--- src/rtl/lc3_pkg.sv ---
// Shared encodings and FSM state type for the LC-3 effective-address unit.
package lc3_pkg;

    localparam logic [1:0] ADDR2_OFF11 = 2'd0;
    localparam logic [1:0] ADDR2_OFF9  = 2'd1;
    localparam logic [1:0] ADDR2_OFF6  = 2'd2;
    localparam logic [1:0] ADDR2_ZERO  = 2'd3;

    localparam logic ADDR1_SR1 = 1'b0;
    localparam logic ADDR1_PC  = 1'b1;

    localparam logic MARMUX_SUM  = 1'b0;
    localparam logic MARMUX_TRAP = 1'b1;

    typedef enum logic [1:0] {
        IDLE    = 2'd0,
        IND_REQ = 2'd1,
        DONE    = 2'd2
    } state_e;

endpackage

--- src/rtl/lc3_addr_adder.sv ---
// Combinational address datapath: addr1/addr2 select, sign extension,
// modulo-2^WIDTH add, and the MARMUX choice between sum and trap vector.
module lc3_addr_adder
    import lc3_pkg::*;
#(
    parameter int WIDTH   = 16,
    parameter int TRAPV_W = 8
) (
    input  logic [15:0]      instruction,
    input  logic [WIDTH-1:0] pc,
    input  logic [WIDTH-1:0] sr1,
    input  logic             addr1_sel,
    input  logic [1:0]       addr2_sel,
    input  logic             marmux_sel,
    output logic [WIDTH-1:0] sum,
    output logic [WIDTH-1:0] result
);

    logic [WIDTH-1:0] addr1;
    logic [WIDTH-1:0] addr2;
    logic [WIDTH-1:0] trap_vec;
    logic             unused_opcode;

    // Opcode/register fields are not part of any offset.
    assign unused_opcode = ^instruction[15:11];

    assign trap_vec = {{(WIDTH-TRAPV_W){1'b0}}, instruction[TRAPV_W-1:0]};

    always_comb begin
        addr1 = (addr1_sel == ADDR1_PC) ? pc : sr1;
        addr2 = '0;
        case (addr2_sel)
            ADDR2_OFF11: addr2 = {{(WIDTH-11){instruction[10]}}, instruction[10:0]};
            ADDR2_OFF9:  addr2 = {{(WIDTH-9){instruction[8]}}, instruction[8:0]};
            ADDR2_OFF6:  addr2 = {{(WIDTH-6){instruction[5]}}, instruction[5:0]};
            default:     addr2 = '0;
        endcase
        // Carry out of the top bit is dropped: wrap-around is silent.
        sum    = addr1 + addr2;
        result = (marmux_sel == MARMUX_TRAP) ? trap_vec : sum;
    end

endmodule

--- src/rtl/lc3_addr_unit.sv ---
// Registered, handshaked LC-3 effective-address unit with optional pointer
// dereference (LDI/STI) through a memory read port.
module lc3_addr_unit
    import lc3_pkg::*;
#(
    parameter int WIDTH   = 16,
    parameter int TRAPV_W = 8
) (
    input  logic             clk,
    input  logic             rst_n,
    input  logic             in_valid,
    output logic             in_ready,
    input  logic [15:0]      instruction,
    input  logic [WIDTH-1:0] pc,
    input  logic [WIDTH-1:0] sr1,
    input  logic             addr1_sel,
    input  logic [1:0]       addr2_sel,
    input  logic             marmux_sel,
    input  logic             indirect,
    output logic             mem_req,
    output logic [WIDTH-1:0] mem_addr,
    input  logic             mem_ack,
    input  logic [WIDTH-1:0] mem_rdata,
    output logic             out_valid,
    input  logic             out_ready,
    output logic [WIDTH-1:0] addr,
    output logic [WIDTH-1:0] sum,
    output state_e           state
);

    // Handshake rule for both ports: a transfer happens on the rising clk edge
    // where valid and ready are both 1; the producer holds its payload stable
    // while valid=1 and ready=0. Only one request is in flight at a time.

    logic [WIDTH-1:0] adder_sum;
    logic [WIDTH-1:0] adder_result;
    state_e           state_q;
    state_e           state_d;
    logic             in_fire;
    logic             ack_fire;
    logic             deref;

    lc3_addr_adder #(
        .WIDTH   (WIDTH),
        .TRAPV_W (TRAPV_W)
    ) u_adder (
        .instruction (instruction),
        .pc          (pc),
        .sr1         (sr1),
        .addr1_sel   (addr1_sel),
        .addr2_sel   (addr2_sel),
        .marmux_sel  (marmux_sel),
        .sum         (adder_sum),
        .result      (adder_result)
    );

    // Trap vectors are never dereferenced here.
    assign deref    = indirect && (marmux_sel != MARMUX_TRAP);
    assign in_fire  = in_valid && (state_q == IDLE);
    assign ack_fire = mem_ack && (state_q == IND_REQ);
    assign state    = state_q;

    always_ff @(posedge clk or negedge rst_n) begin
        if (!rst_n) begin
            state_q <= IDLE;
        end else begin
            state_q <= state_d;
        end
    end

    always_comb begin
        state_d   = state_q;
        in_ready  = 1'b0;
        mem_req   = 1'b0;
        out_valid = 1'b0;
        case (state_q)
            IDLE: begin
                in_ready = 1'b1;
                if (in_valid) begin
                    state_d = deref ? IND_REQ : DONE;
                end
            end
            IND_REQ: begin
                mem_req = 1'b1;
                if (mem_ack) begin
                    state_d = DONE;
                end
            end
            DONE: begin
                out_valid = 1'b1;
                if (out_ready) begin
                    state_d = IDLE;
                end
            end
            default: state_d = IDLE;
        endcase
    end

    always_ff @(posedge clk or negedge rst_n) begin
        if (!rst_n) begin
            addr     <= '0;
            sum      <= '0;
            mem_addr <= '0;
        end else begin
            if (in_fire) begin
                sum <= adder_sum;
                if (deref) begin
                    mem_addr <= adder_result;
                end else begin
                    addr <= adder_result;
                end
            end
            if (ack_fire) begin
                addr <= mem_rdata;
            end
        end
    end

endmodule

--- config.mk ---
export PLATFORM = sky130hd
export DESIGN_NAME = lc3_addr_unit
export DESIGN_NICKNAME = d
export VERILOG_FILES = /design/src/rtl/lc3_pkg.sv /design/src/rtl/lc3_addr_adder.sv /design/src/rtl/lc3_addr_unit.sv
export SDC_FILE = /design/constraint.sdc
export NUM_CORES = 1
export LEC_CHECK = 0
export ABC_AREA = 1
export CAP_MARGIN = 10
export CELL_PAD_IN_SITES_DETAIL_PLACEMENT = 1
export CELL_PAD_IN_SITES_GLOBAL_PLACEMENT = 2
export CORE_MARGIN = 2
export CORE_UTILIZATION = 26
export DETAILED_ROUTE_END_ITERATION = 8
export PLACE_DENSITY_LB_ADDON = 0.12
export SLEW_MARGIN = 0
export SYNTH_ARGS = -nofsm -noshare
export SYNTH_HDL_FRONTEND = slang
export SYNTH_SLANG_ARGS = --single-unit
--- constraint.sdc ---
create_clock -name clk -period 3.5 [get_ports clk]
set_input_delay 0.35 -clock clk [delete_from_list [all_inputs] [get_ports clk]]
set_output_delay 0.35 -clock clk [all_outputs]
set_load 0.005 [all_outputs]
==> summary.txt <==
Logic synthesis
  • Ys Warns: 0
  • Top FF cell, synth: dfrtp_1
  • Post-synth EDFFs: 0
  • Top cells by area, synth: dfrtp_1 (36%), nand2_1 (18%), nand3_1 (8.6%)
  • Seq/Total Area, Yosys: 0.360
  • FF+latch count, synth: 50
  • Syn avg cell area: about 7.0 um^2
  • FFs w/ async S/R, synth: 1.00
  • Cell area after synthesis: 3480 um^2
  • Top-count cell post-synth: nand2_1
  • Area leader, netlist: dfrtp_1
  • Post-synthesis net count: between 500 and 600
  • Synth cell count leaders: nand2_1 (170), inv_1 (73), nand3_1 (60)
  • Syn Inst Count: between 400 and 500
  • Yosys top cell area share: 0.360
  • Unique masters post-synth: 33

Floorplanning
  • Chip width: 120 um
  • Core area: between 10,000 and 15,000 um^2
  • Die H: approximately 120 um
  • Top Ports: 127
  • # rows: 42
  • Initial Utilization: 0.265
  • Die area: between 10,000 and 15,000 um^2

Placed design
  • Placed insts: between 700 and 800
  • PortBufs: ~120
  • Dpl ws: ~460 ps
  • GP Congestion: between 0.8 and 0.9
  • Hpwl dp: about 9500 um
  • Placed inst area: 4850 um^2

Detailed routing
  • Routed via count: roughly 3,500
  • Wirelength, routed: between 10,000 and 15,000 um
  • # DRC: 0
  • Drt via density: approximately 4.5
  • Iteration-0 DRC Markers: about 130
  • Drt first pass iters: 4
  • Antenna-violating nets left: 0
  • Routed WL per cell: approximately 14 um

Clock tree
  • # clock sinks: 50
  • CTS root buf: clkbuf_16
  • # resized after CTS: 0
  • Clock latency at the later pin of the worst-skew pair: ~290 ps
  • Clock transition at path regs: 70 ps
  • H-tree depth: 2
  • CTS max path bufs: 2
  • CTS buffer count: 5
  • CTS tree: done
  • Post-CTS setup buffers: 0
  • Cts hold-fix bufs: 0

Worst setup path
  • Most used cell, CP: nand2_1
  • Critical path required time: 3670 ps
  • Worst R2R End: mem_addr[9]
  • Critical Path Slowest Stage Cell: clkdlybuf4s50_1
  • Critical path, cell by cell: clkdlybuf4s50_1 -> buf_4 -> mux2_2 -> ha_1 -> nand2_1 -> nor2_1 -> nand2_1 -> nand3_1 -> nand2_1 -> nand2_1 -> nand2_1 -> nand3_1 -> nand3_1
  • Worst Reg-to-Reg Cells: 9
  • Worst R2R Start: state[1]
  • Worst setup EP type: flip-flop
  • CP Data Arrival Time: 2880 ps
  • Critical path type: input pin to flip-flop
  • Largest fanout on the critical path: 14
  • CP Launch Type: input pin
  • Worst reg-to-reg setup slack: 1680 ps
  • CP peak stage delay: 570 ps
  • Crit path capture: addr[10]
  • Crit path from: addr1_sel

Pwr
  • PwrDens: between 500 and 600 nW/um^2
  • Leakage: ~2.5 nW
  • Power Total: 2.81 mW
  • IR drop worst, VDD: 196 uV

Final layout
  • Final #Nets: slightly above 700
  • # diodes: 0
  • Layout cells sized above 1: 0.0682
  • Area Growth Syn to Fin: 43.7%
  • Seq. cell area: 1250 um^2
  • Filler cells: between 1,500 and 2,000
  • Fin cells: roughly 800
  • Multi-input gate area: between 1500 and 2000 um^2
  • Final Cell Area: roughly 5000 um^2

Timing
  • Fin. max-slew vios: 0
  • RSZ-0062 raised after global routing: no
  • Hold Vio Cnt, Final: 0
  • Count of final setup violators: 0
  • Max-slew headroom: 0.536
  • Final min period: between 2000 and 3000 ps
  • Setup Skew: between 4 and 5 ps
  • Final Cycle Share: 0.773
  • Least-Margin Pin Slew: approximately 700 ps
  • Max Clock Freq: between 300 and 400 MHz
  • Final setup TNS: 0 ps
  • Final worst slack: 794 ps

Hold path
  • Worst Hold Class: input pin to async pin

Global route
  • Largest net degree at the start of global routing: 30
  • Gr ovfl total: 0
  • Initial antenna violation count: 0
  • Gr usage total: 0.165
  • Vias in the first global route: roughly 3,700
  • First-pass GRT wire length: approximately 19,000 um

Outcome
  • Status: finished clean

Job
  • Max Cap Violations: 0
[critical path: cells and delay by family]
kind	cells	cell delay [ps]
and+or+nand+nor	9	950
buffers and inverters	2	830
muxes	1	360
adders and majority gates	1	380
[registers in the layout, summed over array words and instances (netlist names)]
signal,flops
state,2
mem_addr,16
addr,16
sum,16
[final cells by class]
type                            instances  area share
Clock buffer                            7      0.0285
Multi-Input combinational cell        353       0.369
Inverter                               81      0.0613
Timing Repair Buffer                  124       0.246
Tap cell                              176      0.0440
Sequential cell                        50       0.250
Clock inverter                          1     0.00100
[cell families after synthesis]
logic type | synth area share
buf+inv | 0.110
mux | 0.0453
simple gates | 0.343
xor+xnor | 0.00755
compound gates | 0.0751
fa+ha+maj | 0.0597
flops | 0.360
[layout by cell type (no fill, tap or decap), types with 3 or more instances in the layout]
cell             netlist  layout
a21oi_1                8       8
a22o_1                 5       5
a31oi_1                4       4
buf_4                  1       3
clkbuf_16              0       5
clkdlybuf4s50_1        0     120
dfrtp_1               50      50
ha_1                  15      15
inv_1                 73      73
inv_2                  7       7
mux2_2                14      14
nand2_1              170     170
nand2_2                3       3
nand2_4                3       3
nand3_1               60      60
nand4_1                5       5
nor2_1                25      25
o211ai_1               3       3
o21ai_0               19      19
[worst min-delay path by stage]
stage	to	cells past startpoint	slack, ps
global placement	mem_addr[2]	1	430
CTS	mem_addr[4]	1	120
finish	mem_addr[4]	1	100
detailed placement	addr[3]	1	440
floorplan	addr[0]	0	50
global route	sum[2]	1	150
[metal layers]
metal / wire length (um) / track usage
met1: 5560 / 0.228
met3: 589 / 0.0247
met5: 0 / 0
met2: 5010 / 0.269
met4: 130 / 0.0434
[metrics by stage]
step	utilization	hold slack, ps
finish	0.381	98.1
detailed placement	0.369	436
global placement	0.369	429
global route	0.381	150
CTS	0.381	118
floorplan	-	54.4
[power by group]
group | switching (mW) | internal, mW
sequential | 0.147 | 0.830
combinational | 0.592 | 0.748
clock | 0.213 | 0.284
total | 0.953 | 1.86
Power figures use the tool's default switching activity.
